`config.mk`:
```
export PLATFORM = sky130hd
export DESIGN_NAME = gray_sweep_ctrl
export DESIGN_NICKNAME = d
export VERILOG_FILES = /design/src/rtl/gray_sweep_ctrl.sv
export SDC_FILE = /design/constraint.sdc
export NUM_CORES = 1
export LEC_CHECK = 0
export CORE_UTILIZATION = 67
export DETAILED_ROUTE_END_ITERATION = 10
export DONT_BUFFER_PORTS = 1
export PLACE_DENSITY = 0.94
export SLEW_MARGIN = 30
export SYNTH_ARGS = -nofsm -noshare
export SYNTH_HDL_FRONTEND = slang
export SYNTH_SLANG_ARGS = --single-unit
```
`constraint.sdc`:
```
create_clock -name CLK -period 3.9 [get_ports CLK]
set_input_delay 0.975 -clock CLK [delete_from_list [all_inputs] [get_ports CLK]]
set_output_delay 0.975 -clock CLK [all_outputs]
set_load 0.01 [all_outputs]
```
`src/rtl/gray_sweep_ctrl.sv`:
```
// Sweeps a 4-bit Gray up/down counter from FIRST to LAST with dwell and pass count, checking Q feedback.
// Outputs decode the registered state; the counter sees CNT_* at the edge leaving a state.
module gray_sweep_ctrl #(
  parameter int LOOP_W  = 4,
  parameter int DWELL_W = 4
) (
  input  logic               CLK,
  input  logic               CS,
  input  logic               START,
  input  logic               ABORT,
  input  logic               DIR,
  input  logic [3:0]         FIRST,
  input  logic [3:0]         LAST,
  input  logic [LOOP_W-1:0]  LOOPS,
  input  logic [DWELL_W-1:0] DWELL,
  input  logic [3:0]         Q,
  output logic               CNT_LD,
  output logic               CNT_EN,
  output logic               CNT_DNUP,
  output logic               CNT_CS,
  output logic [3:0]         CNT_D,
  output logic               BUSY,
  output logic               DONE,
  output logic               ERR
);

  typedef enum logic [2:0] {
    IDLE, LOAD, CHECK, WAIT, STEP, FIN, FAULT, KILL
  } state_t;

  state_t             state;
  logic [3:0]         first_q;
  logic [3:0]         last_q;
  logic               dir_q;
  logic [DWELL_W-1:0] dwell_q;
  logic [LOOP_W-1:0]  loop_cnt;
  logic [DWELL_W-1:0] dwell_cnt;
  logic [3:0]         exp_code;

  // Step through binary so both directions share one incrementer.
  function automatic logic [3:0] gray_next(input logic [3:0] g, input logic down);
    logic [3:0] b;
    b[3] = g[3];
    b[2] = b[3] ^ g[2];
    b[1] = b[2] ^ g[1];
    b[0] = b[1] ^ g[0];
    b = down ? b - 4'd1 : b + 4'd1;
    return b ^ (b >> 1);
  endfunction

  always_ff @(posedge CLK) begin
    if (CS) begin
      state     <= IDLE;
      first_q   <= '0;
      last_q    <= '0;
      dir_q     <= 1'b0;
      dwell_q   <= '0;
      loop_cnt  <= '0;
      dwell_cnt <= '0;
      exp_code  <= '0;
    end else begin
      case (state)
        IDLE: begin
          if (START) begin
            first_q  <= FIRST;
            last_q   <= LAST;
            dir_q    <= DIR;
            dwell_q  <= DWELL;
            loop_cnt <= LOOPS;
            state    <= (LOOPS == '0) ? FIN : LOAD;
          end
        end
        LOAD: begin
          if (ABORT) begin
            state <= KILL;
          end else begin
            exp_code <= first_q;
            state    <= CHECK;
          end
        end
        CHECK: begin
          // Abort outranks both a mismatch and pass completion.
          if (ABORT) begin
            state <= KILL;
          end else if (Q != exp_code) begin
            state <= FAULT;
          end else if (exp_code == last_q) begin
            loop_cnt <= loop_cnt - LOOP_W'(1);
            state    <= (loop_cnt == LOOP_W'(1)) ? FIN : LOAD;
          end else if (dwell_q == '0) begin
            state <= STEP;
          end else begin
            dwell_cnt <= dwell_q;
            state     <= WAIT;
          end
        end
        WAIT: begin
          if (ABORT) begin
            state <= KILL;
          end else begin
            dwell_cnt <= dwell_cnt - DWELL_W'(1);
            if (dwell_cnt == DWELL_W'(1)) state <= STEP;
          end
        end
        STEP: begin
          if (ABORT) begin
            state <= KILL;
          end else begin
            exp_code <= gray_next(exp_code, dir_q);
            state    <= CHECK;
          end
        end
        FIN, FAULT, KILL: state <= IDLE;
        default:          state <= IDLE;
      endcase
    end
  end

  assign BUSY     = (state != IDLE);
  assign CNT_LD   = (state == LOAD);
  assign CNT_EN   = (state == STEP);
  assign CNT_CS   = (state == FAULT) || (state == KILL);
  assign DONE     = (state == FIN);
  assign ERR      = (state == FAULT);
  assign CNT_DNUP = BUSY & dir_q;
  assign CNT_D    = BUSY ? first_q : 4'b0000;

endmodule

```
==> impl_metrics.tcl <==
set metrics [dict create \
    outcome "finished clean" \
    path_cells "nor3_2 > inv_1" \
    dieHeight_um 55.66 \
    final.period_utilization_pct 67.81 \
    wirelength_um 4336 \
    synth_area_per_cell_um2 7.940 \
    cp_num_buf_inv 1 \
    grt_use_met3_pct 3.721 \
    h-tree-depth 1 \
    dieArea_um2 3098 \
    ctsResizeCount 0 \
    grt_usage_pct 28.32 \
    io_buffer_count 0 \
    rsz0062_at_grt "no" \
    cts.sinks 28 \
    grt_busiest_layer "met2" \
    cts_tree "yes" \
    seq_area_frac_synth_pct 29.05 \
    relSlewSlack_pct 42.77 \
    pin_count 36 \
    synth_top_area_share_pct 29.05 \
    fmax_mhz 378.1 \
    period_minus_slack_ns 2.645 \
    pwr-share-comb_pct 53.3 \
    crit_path_max_fanout 15 \
    critPathArrivalTime_ns 1.67 \
    p_leak_nw 0.6399 \
    ys_seq_elements 28 \
    synth_most_common_cell "nand2_1" \
    wl_per_cell_um 16.42 \
    p_total_mw 1.411 \
    grt_pass1_wl_um 7120 \
    fillers 235 \
    hold_slack_ns 0.4895 \
    synth_area_leaders "dfxtp_1 29%, nand2_1 7.8%, a21oi_1 7.3%" \
    cp_slowest_cell "nor3_2" \
    ctsHoldBuffers 0 \
    grt_max_degree 29 \
    clock_latency_ns 0.33 \
    clock_skew_ns 0.006112 \
    path_clk_slew_ns 0.16 \
    switchingPower_mw 0.6785 \
    clockBufferDepth 2 \
    dr.first_iter.drc_count 119 \
    numCtsBuffers 3 \
    firstDrtPassIters 4 \
    synth_area_leader_cell "dfxtp_1" \
    placed_area_um2 1882 \
    p_clk_share_pct 10.3 \
    worst_ir_drop_vdd_mv 0.5688 \
    setup_viol_count_final 0 \
    cp_slowest_stage_delay_ns 0.62 \
    path_delay_family "simple AND/OR/NAND/NOR gates" \
    p_int_mw 0.7320 \
    worstMarginPinSlew_ns 0.8554 \
    netlist_area_um2 1929 \
    power_density_nw_per_um2 735.4 \
    cp-start-kind "flop" \
    synthCells 243 \
    regArea_um2 560.5 \
    synth_common_cells "40 x nand2_1, 28 x a21oi_1, 28 x dfxtp_1" \
    hold_viol 0 \
    swShare_pct 48.10 \
    multi_input_area_um2 1241 \
    n_antenna_cell 0 \
    antenna_found_initial 0 \
    synth_fp_nets 274 \
    drc 0 \
    fin_area_um2 1918 \
    globalplace.congestion 0.8767 \
    rows 19 \
    vias_per_cell 6.549 \
    critPathKind "flop to primary output" \
    met1_usage_pct 39.35 \
    fin_cells 264 \
    final_nets 265 \
    async_flop_share_pct 0 \
    synth_edf_count 0 \
    required_ns 2.92 \
    synth_warnings 0 \
    placed_cells 260 \
    grt_pass1_vias 1595 \
    root_buffer "clkbuf_4" \
    ys_types 55 \
    tns_ns 0 \
    postRouteAntennaNets 0 \
    hp-class "flop to flop" \
    initial_core_util_pct 70.57 \
    seq_power_share_pct 36.4 \
    end_kind "primary output" \
    drive_gt1_share_pct 8.584 \
    drv_cap 0 \
    hpwl_um 3122 \
    grt_util_met2_pct 46.30 \
    synthFlopType "dfxtp_1" \
    dieWidth_um 55.66 \
    vias 1729 \
    core_um2 2734 \
    slew_viol_final 0 \
    grt_overflow 0 \
    syn_to_final_growth_pct -0.5836 \
    post_cts_buffers 0 \
]
worst reg2reg max path, delay by kind of cell, from the launching register on:
family,cells,cell delay (ns)
AND/OR/NAND/NOR,3,1.46
flip-flops,1,0.51
buffers and inverters,1,0.22
AO/OA/AOI/OAI,1,0.19
cell usage in the layout (no fill, tap or decap), types with 2 or more instances in the layout:
cell	n
nor3_1	6
o21ai_1	2
clkbuf_4	3
a211oi_2	3
and4_1	2
a21oi_1	28
nand2b_1	3
o21a_1	3
xor2_1	3
nand3_1	4
nor2b_1	7
o21ai_0	15
nor4_1	2
nand2_1	40
nor3b_1	3
o2111ai_1	4
dfxtp_1	28
inv_1	11
a2111oi_0	2
xnor2_1	8
ha_1	6
and2_1	2
a31oi_1	5
nor2_1	10
nand4_1	3
xnor2_2	3
layout make-up:
type	count	area share, %
Multi-Input combinational cell	190	64.71
Sequential cell	28	29.22
Inverter	11	2.153
Tap cell	31	2.022
Clock buffer	4	1.892
state kept, by name, indices dropped and copies added (netlist names):
register,count
exp_code,4
dwell_q,4
last_q,4
loop_cnt,4
dwell_cnt,4
dir_q,1
state,3
first_q,4
metal layers:
metal	wire (um)	vias to the layer above
met1	1923	799
met4	31	0
met5	0	-
li1	-	843
met3	338	4
met2	2043	83
logic make-up after synthesis:
group	after synthesis	share of synthesized area, %
simple gates	93	25.36
compound gates	74	24.38
flops	28	29.05
buf+inv	25	6.614
xor+xnor	16	10.18
fa+ha+maj	6	3.891
mux	1	0.5188
per-stage QoR:
step | util (%) | setup WS [ns]
floorplan | - | 1.827
global placement | 68.83 | 1.607
detailed placement | 68.83 | 1.544
CTS | 70.16 | 1.287
global route | 70.16 | 1.201
finish | 70.16 | 1.255
final timing paths:
path                                              start                        to  slack, ns  depth (start not counted)
worst max-delay path              state[0]$_SDFFE_PP0P_                      BUSY       1.26                          2
worst min-delay path            dwell_q[3]$_SDFFE_PP0P_   dwell_q[3]$_SDFFE_PP0P_       0.49                          2
worst max register to register    state[0]$_SDFFE_PP0P_  loop_cnt[0]$_SDFFE_PP0P_       1.47                          5
worst min register to register  dwell_q[3]$_SDFFE_PP0P_   dwell_q[3]$_SDFFE_PP0P_       0.49                          2
power groups by stage:
| stage | combinational [mW] | sequential, mW | clock, mW |
|---|---|---|---|
| 2_1_floorplan | 0.717 | 0.427 | 0 |
| 3_3_place_gp | 0.707 | 0.509 | 0 |
| 3_5_place_dp | 0.738 | 0.517 | 0 |
| 4_1_cts | 0.742 | 0.510 | 0.145 |
| 5_1_grt | 0.822 | 0.525 | 0.158 |
| 6_report | 0.751 | 0.514 | 0.146 |
Power figures use the tool's default switching activity.
